**config.mk**
```make
export PLATFORM = sky130hd
export DESIGN_NAME = prog_loader
export DESIGN_NICKNAME = d
export VERILOG_FILES = /design/src/rtl/prog_loader.sv
export SDC_FILE = /design/constraint.sdc
export NUM_CORES = 1
export LEC_CHECK = 0
export ABC_AREA = 1
export ABC_CLOCK_PERIOD_IN_PS = 3100
export CAP_MARGIN = 20
export CELL_PAD_IN_SITES_DETAIL_PLACEMENT = 1
export CELL_PAD_IN_SITES_GLOBAL_PLACEMENT = 1
export CORE_AREA = 2 2 95 97
export CTS_CLUSTER_DIAMETER = 200
export DETAILED_ROUTE_END_ITERATION = 8
export DIE_AREA = 0 0 97 99
export DONT_BUFFER_PORTS = 1
export GPL_ROUTABILITY_DRIVEN = 0
export HOLD_SLACK_MARGIN = 0.06
export PLACE_DENSITY_LB_ADDON = 0.1
export SLEW_MARGIN = 25
export SYNTH_ARGS = -nofsm -noshare
export SYNTH_HDL_FRONTEND = slang
export SYNTH_SLANG_ARGS = --single-unit
```
**constraint.sdc**
```tcl
create_clock -name clk -period 3.1 [get_ports clk]
set_input_delay 0.62 -clock clk [delete_from_list [all_inputs] [get_ports clk]]
set_output_delay 0.62 -clock clk [all_outputs]
set_load 0.02 [all_outputs]
```
**src/rtl/prog_loader.sv**
```systemverilog
// Byte-stream program loader: packs bytes little-endian into 32-bit instructions,
// strobes each into instruction memory, and releases the core once loading finishes.
module prog_loader #(
  parameter int NUM_WORDS      = 256,
  parameter int TIMEOUT_CYCLES = 100000
) (
  input  logic                             clk,
  input  logic                             rst_n,
  input  logic                             start,
  input  logic                             byte_valid,
  input  logic [7:0]                       byte_data,
  output logic                             byte_ready,
  input  logic                             mem_load_done,
  output logic                             load_en,
  output logic [31:0]                      load_inst,
  output logic [$clog2(NUM_WORDS+1)-1:0]   words_loaded,
  output logic                             busy,
  output logic                             done,
  output logic                             err,
  output logic                             core_rst_n
);

  localparam int WL_W = $clog2(NUM_WORDS + 1);
  localparam int TM_W = $clog2(TIMEOUT_CYCLES + 1);
  localparam logic [WL_W-1:0] WL_MAX  = WL_W'(NUM_WORDS);
  localparam logic [TM_W-1:0] TM_LIM  = TM_W'(TIMEOUT_CYCLES);

  typedef enum logic [2:0] {S_IDLE, S_RECV, S_WRITE, S_DONE, S_ERR} state_e;

  state_e            state_q, state_d;
  logic [1:0]        byte_cnt_q, byte_cnt_d;
  logic [TM_W-1:0]   timer_q, timer_d;
  logic [23:0]       shift_q, shift_d;
  logic [31:0]       inst_q, inst_d;
  logic [WL_W-1:0]   words_q, words_d;

  always_ff @(posedge clk or negedge rst_n) begin
    if (!rst_n) begin
      state_q    <= S_IDLE;
      byte_cnt_q <= '0;
      timer_q    <= '0;
      inst_q     <= '0;
      words_q    <= '0;
    end else begin
      state_q    <= state_d;
      byte_cnt_q <= byte_cnt_d;
      timer_q    <= timer_d;
      inst_q     <= inst_d;
      words_q    <= words_d;
    end
  end

  // The lower three bytes of a word in progress; always fully overwritten before use.
  always_ff @(posedge clk) begin
    shift_q <= shift_d;
  end

  always_comb begin
    state_d    = state_q;
    byte_cnt_d = byte_cnt_q;
    timer_d    = timer_q;
    shift_d    = shift_q;
    inst_d     = inst_q;
    words_d    = words_q;
    unique case (state_q)
      S_IDLE: begin
        if (start) begin
          state_d    = S_RECV;
          byte_cnt_d = '0;
          timer_d    = '0;
        end
      end
      S_RECV: begin
        // Memory-full at a word boundary beats a concurrent byte, which is dropped.
        if (mem_load_done && byte_cnt_q == 2'd0) begin
          state_d = S_DONE;
        end else if (byte_valid) begin
          timer_d    = '0;
          byte_cnt_d = byte_cnt_q + 2'd1;
          case (byte_cnt_q)
            2'd0: shift_d[7:0]   = byte_data;
            2'd1: shift_d[15:8]  = byte_data;
            2'd2: shift_d[23:16] = byte_data;
            default: begin
              inst_d  = {byte_data, shift_q};
              state_d = S_WRITE;
            end
          endcase
        end else if (timer_q >= TM_LIM) begin
          state_d = (byte_cnt_q == 2'd0) ? S_DONE : S_ERR;
        end else if (!(words_q == '0 && byte_cnt_q == 2'd0)) begin
          timer_d = timer_q + 1'b1;
        end
      end
      S_WRITE: begin
        if (words_q != WL_MAX) words_d = words_q + 1'b1;
        timer_d = '0;
        state_d = (words_q == WL_MAX - 1'b1) ? S_DONE : S_RECV;
      end
      S_DONE: state_d = S_DONE;
      S_ERR:  state_d = S_ERR;
      default: state_d = S_IDLE;
    endcase
  end

  assign byte_ready   = (state_q == S_RECV);
  assign load_en      = (state_q == S_WRITE);
  assign load_inst    = inst_q;
  assign words_loaded = words_q;
  assign busy         = (state_q == S_RECV) || (state_q == S_WRITE);
  assign done         = (state_q == S_DONE);
  assign err          = (state_q == S_ERR);
  assign core_rst_n   = (state_q == S_DONE);

endmodule

```
==> metrics list, run 1 <==
- At the later pin of the worst-skew pair, clock insertion delay measures 0.36 ns.
- Clock tree from TritonCTS: yes
- Synth top area share: 37.59%
* Critical path cell sequence: nor3_1
- The Yosys step of the flow raised 0 warnings.
* Leading cell type in the layout, fill and taps excluded: nand2_1
* Post-route setup TNS: 0 ns
* Detail-routed net length per standard cell: between 15 and 20 um
- From bottom edge to top edge, the die measures 99 um.
- Final Hold Violating Endpoints: 0
- RSZ-0062 raised after global routing: no
- Achievable Freq: about 480 MHz
- Starting Density: 49.05%
- In this run the critical register-to-register path is captured at shift_q[23].
- Count of H-tree levels built during CTS: 3
- Area growth from synthesis to layout: 6.653%
- Max-cap violation count: 0
- The flow ran to the end, and the final reports show no timing, DRC or antenna violations.
- In this run the tool buffered the top-level ports with 0 buffer cells.
- For the worst setup path, the data arrival time is 1.48 ns.
- Post-DRT Antenna Nets: 0
* Wire length reported by the detailed router: approximately 9 mm
- For this run, design rule violations remaining after detail routing come to 0.
* Half-perimeter wire length of the detailed placement result: between 6 and 7 mm
- The critical path contains buffers and inverters numbering 0 combined.
* Die X-Extent: 97 um
* Average instance area after synthesis: 10.62 um2
* Worst flop-to-flop path startpoint: byte_cnt_q[0]
- The first routing iteration left 78 violations.
- The largest total area in the synthesized netlist belongs to dfrtp_1.
* Worst voltage drop across the vdd grid: 0.4571 mV
- Reported leakage power: 2.208 nW
- Via count of the first global-routing pass: 2874
* Cell area after placement: between 0.004 and 0.005 mm2
- Master of the slowest instance on the critical path: nor3_1
- The clock passes through at most 2 buffers.
- Power per cell area: approximately 800 mW/mm2
- For the worst setup path, the data required time is 2.48 ns.
- Global routing used ~19% of the available tracks across all layers.
- First-pass GRT wire length: around 15 mm
- Number of instances in the placed design: 496
- Max stage delay on crit path: between 0.6 and 0.7 ns
- Sum of overflow across all layers after global routing: 0
* Post-synthesis cell type count: 33
- Once layout is complete, the cells apart from fillers number 513.
* Final-stage net count: between 400 and 500
- Entering global routing, the biggest net connects 64 pins.
* Critical path type: reg -> out
- For flop-to-flop paths, the worst setup slack is 1.07 ns.
* Total number of vias: 2670
- By area the synthesized netlist is led by dfrtp_1 (38%), edfxtp_1 (17%), mux2_4 (11%), nand2_1 (8.6%), nor2_1 (3.8%).
* Headroom to the max-slew limit: 49.23%
- Top fanout value on the critical path: 8
- The clock net in this run drives a total of 87 sinks.
- TritonCTS buffer count: 9
* IO Pins: 60
- Number of flip-flops and latches in the synthesized netlist: 87
- Layout Cell Area excl Fill: 0.004473 mm2
* Setup violation total in the final timing report: 0
- The initialized floorplan defines 34 standard-cell rows.
- Cells with a size suffix above 1 make up between 15 and 20% of the layout.
- Endpoint kind of the worst setup timing path: primary output
* Gate Count Post-Synth: about 400
* Highest-count cells in the layout ignoring fill and taps: nand2_1 (96), dfrtp_1 (63), nor2_1 (42), inv_1 (39), mux2_4 (30)
* Proportion of synthesized chip area in sequential cells: a little over half
- The synthesized netlist occupies a cell area of about 0.0042 mm2.
- Number of gates resized after cts: 0
* Filler Cell Count: 931
- Clock tree root driver cell: clkbuf_8
- Final slew viol count: 0
- Clock transition at the register clock pins on the worst setup and hold paths after CTS: around 0.09 ns
* Final period util: 67.90%
- The total area inside the core boundary comes to 0.008551 mm2.
- Mapped Nets: 417
- Counting cells, the worst reg-to-reg path comes to 5.
- Hold-fix buffers, CTS: 1
* Hold Crit Class: in -> async
- The floorplan step defined a die boundary enclosing roughly 0.0096 mm2.
- The first detailed-routing pass ran for 4 iterations.
* Postcts setup bufs: 0
- Grouping stages by cell kind, the critical path spends the most delay in simple AND/OR/NAND/NOR gates.
- Subtracting the final worst setup slack from the clock period gives 2.105 ns.
* Initial antenna violation count: 0
- Worst clock skew on the final layout: 0.01769 ns
* Transition time at the pin with the least slew margin: ~0.76 ns
- Startpoint type of the worst setup path: flip-flop
- The number of antenna diodes in the final layout is 0.
- Using the TritonRoute via totals, the vias-per-cell ratio works out to 5.205.
-- synth_stat cells, drive strengths merged --
cell type,instances
nand2,99
dfrtp,63
nor2,45
inv,42
mux2,32
nand3,29
edfxtp,24
xor2,12
ha,9
nand4,9
buf,8
o21ai,6
a21oi,4
nor3,4
a31oi,3
a211oi,1
and2,1
nand3b,1
nor4,1
o211ai,1
xnor2,1
-- worst max-delay path by stage --
stage | start | endpoint | cells after the start
6_report | state_q[0] | err | 1
5_1_grt | byte_cnt_q[0] | shift_q[23] | 5
4_1_cts | state_q[0] | err | 1
3_5_place_dp | byte_cnt_q[0] | shift_q[13] | 5
3_3_place_gp | byte_valid | shift_q[14] | 4
2_1_floorplan | state_q[1] | shift_q[0] | 5
-- registers in the layout (all words and copies together), names as in the netlist --
| signal | count |
|---|---|
| shift_q | 24 |
| timer_q | 17 |
| byte_cnt_q | 2 |
| words_loaded | 9 |
| state_q | 3 |
| load_inst | 32 |
-- kinds of logic after synthesis --
| kind of cell | after synthesis | synth area share [%] |
|---|---|---|
| AOI/OAI and AO/OA | 15 | 2.088 |
| xor gates and xnor gates | 13 | 2.715 |
| adders and majority gates | 9 | 2.685 |
| buffers and inverters | 50 | 6.235 |
| DFF | 87 | 54.77 |
| muxes | 32 | 11.28 |
| and+or+nand+nor | 189 | 20.23 |
-- metal layers --
| metal | share of wire (%) | GRT usage, % | routed length [um] | up-vias |
|---|---|---|---|---|
| li1 | - | - | - | 1301 |
| met1 | 47 | 25.63 | 4122 | 1307 |
| met2 | 48 | 31.57 | 4168 | 52 |
| met3 | 4.0 | 4.043 | 355 | 10 |
| met4 | 1.4 | 6.609 | 120 | 0 |
| met5 | 0 | 0 | 0 | - |
-- metrics by stage --
stage	hold slack, ns	util [%]	power [W]	setup slack [ns]
3_3_place_gp	0.3261	49.53	0.002623	1.138
2_1_floorplan	0.3244	-	0.002482	1.180
5_1_grt	0.1379	52.31	0.003714	0.8352
6_report	0.1186	52.31	0.003502	0.9952
4_1_cts	0.1331	52.31	0.003543	0.9754
3_5_place_dp	0.3259	49.53	0.002661	1.055
-- layout make-up --
cell class | count | area, um2 | area share (%)
clock inverters | 7 | 86.33 | 1.930
well taps | 108 | 135.1 | 3.021
repair buffers | 2 | 35.03 | 0.7832
inverters | 42 | 160.2 | 3.580
multi-input cells | 258 | 1635 | 36.56
flip-flops and latches | 87 | 2297 | 51.36
clock buffers | 9 | 123.9 | 2.769
-- power by group --
group	internal [W]	switching, W
combinational	0.000328	0.000618
clock	0.000393	0.000459
sequential	0.00137	0.000332
No activity file was read; power rests on OpenSTA's default activity.
==> inputs of run 2 (changes only) <==
Settings changed: ABC_CLOCK_PERIOD_IN_PS 3100 to 2100.
Clock period 3.1 ns to 2.1 ns, I/O delays scaled along.
==> metrics list, run 2 (synthesized netlist as in run 1, its figures left out) <==
- The flow ran to the end, and the final reports show no timing, DRC or antenna violations.
* Area growth from synthesis to layout: 8.174%
- Summed over all nets, the half-perimeter wirelength after detailed placement is 6.085 mm.
- Wire length reported by the detailed router: around 8.5 mm
* Core Util, Final: 53.06%
- Worst Hold Endpoint: shift_q[0]
- After layout, the worst path uses 90.06% of the clock period.
- Clock tree root driver cell: clkbuf_8
- TritonCTS buffer count: 9
* Length in cells of the worst reg-to-reg path: 9
- Worst voltage drop across the vdd grid: 0.5985 mV
- Via count of the first global-routing pass: about 2800
- The detailed router used layers up to and including met4.
- Number of gates resized after cts: 0
- Postcts setup bufs: 0
* Endpoint kind of the worst setup timing path: flip-flop
- The first detailed-routing pass took 4 iterations.
- Max-cap violation count: 0
- At the pin with the least slew margin, the transition time is 0.5903 ns.
- In this run the critical register-to-register path is captured at timer_q[14].
* Required time at the endpoint of the critical path: 2.40 ns
* Site row count: 34
- Detail-routed net length per standard cell: 16.41 um
* Highest-count cells in the layout ignoring fill and taps: nand2_1 (96), dfrtp_1 (63), nor2_1 (42), inv_1 (39), mux2_4 (30)
- In this run, the number of DRC markers left after iteration 0 of detailed routing was 63.
- Drc violations: 0
* Clock transition at the register clock pins on the worst setup and hold paths after CTS: around 0.1 ns
- Hold Crit Class: in -> reg
- Entering global routing, the biggest net connects 64 pins.
- The register with the most flip-flops in the layout has 32 of them.
- Sum of overflow across all layers after global routing: 0
- Worst endpoint data arrival time: 2.19 ns
- The final number of hold-violating endpoints came to 0.
* Count of H-tree levels built during CTS: 3
- IO Pins: 60
* Final slew viol count: 0
* Power Total: ~0.0052 W
* Post-layout min period: 1.891 ns
- Place WS: between 0.15 and 0.2 ns
- The worst setup path is of the reg -> reg kind.
- Count of placed standard cells in the final layout, fillers left out: 521
* Met3 wire len: 345 um
- Reg-to-reg setup timing slack: 0.21 ns
* Core Area: between 0.008 and 0.009 mm2
- The analysis attributes to cell leakage a power of 2.244 nW.
- After the last flow step, the layout net total stands at 430.
- Clock tree from TritonCTS: yes
- The routed layout has 2684 vias.
* Die X-Extent: 97 um
- In this run the critical register-to-register path is launched from byte_cnt_q[0].
- The die covers about 0.0096 mm2.
* Number of antenna repair diodes: 0
* Wl on met1: 4.167 mm
- The worst setup path is launched from a flip-flop.
- After detailed routing, the number of vias per cell comes to between 5 and 6.
- Post-route setup slack: 0.2086 ns
- After routing, the total negative slack on setup checks comes to 0 ns.
* First-pass GRT wire length: 14.39 mm
- Global routing consumed, over all layers together, 18.79% of the routing resources.
- Achievable Freq: about 530 MHz
- Leaving out fill and tap cells, the most frequent cell in the layout is nand2_1.
- Headroom to the max-slew limit: between 60% and 70%
* Layout cell share with drive strength beyond 1: between 10% and 20%
- Post-DRT Antenna Nets: 0
- Power per cell area: 1147 mW/mm2
* Height of the chip: 99 um
- After clock tree synthesis, the flow added hold-fix buffers numbering 2.
- Initial antenna violation count: 0
- Hold depth: 0
* Starting Density: 49.05%
* Top fanout value on the critical path: 9
* Clk_lat worst skew: 0.35 ns
- Across the routed clock network, the largest skew measured is about 0.016 ns.
- Buffers from clock root to sink, at most: 2
- In this run, placement finished with an instance count of 503.
- During placement, the flow inserted port buffers numbering 0.
- Setup repair after global routing left no endpoint under its margin.
- Clock net sink count: 87
- Setup violation total in the final timing report: 0
* Metal2 WL: just under 4 mm
- Hold Path Origin: byte_data[0]
-- run 2: cell types whose count changed in the layout (fill, tap and decap cells not counted) --
cell,previous run,this run
buf_4,1,8
clkinvlp_4,1,2
dlygate4sd3_1,0,1
inv_4,2,1
-- run 2: how the worst max path moves through the flow --
| stage | from | to | slack (ns) | depth (start not counted) |
|---|---|---|---|---|
| after floorplan | state_q[1] | shift_q[0] | 0.18 | 5 |
| after global placement | state_q[1] | shift_q[6] | 0.26 | 6 |
| after detailed placement | byte_cnt_q[0] | timer_q[14] | 0.18 | 9 |
| after CTS | byte_cnt_q[0] | timer_q[14] | 0.16 | 9 |
| after global routing | byte_cnt_q[0] | timer_q[14] | 0.005 | 9 |
| final | byte_cnt_q[0] | timer_q[14] | 0.21 | 9 |
-- run 2: critical path: stages (launching register included) --
cell and delay [ns]:
dfrtp_1 0.43, inv_1 0.09, ha_1 0.26, nand2_1 0.20
nor2_1 0.11, nor2_4 0.25, inv_1 0.10, a21oi_2 0.23
nand2_1 0.10, nand2_1 0.07
-- run 2: report_power, final --
part	internal, W	total (W)	switching, W	leakage [nW]
clock network	0.000579	0.00124	0.000663	0.102
registers	0.00203	0.00250	0.000472	1.07
logic	0.000533	0.00146	0.000929	1.07
-- run 2: area by class of cell --
class / instances / area [um2]
well taps: 108 / 135.1
clock inverters: 7 / 87.58
repair buffers: 10 / 97.59
flip-flops and latches: 87 / 2297
inverters: 42 / 160.2
clock buffers: 9 / 123.9
multi-input cells: 258 / 1635
fillers: 910 / 4014
-- run 2: through the flow --
stage | instance area (um2) | hold slack, ns
finish | 4537 | 0.1543
global route | 4537 | 0.1352
CTS | 4537 | 0.1352
detailed placement | 4288 | 0.1258
global placement | 4288 | 0.1259
floorplan | 4194 | 0.1244
-- run 2: metal layers --
layer	track usage [%]	vias up
li1	-	1316
met1	25.39	1305
met2	30.29	56
met3	3.759	7
met4	6.934	0
met5	0	-
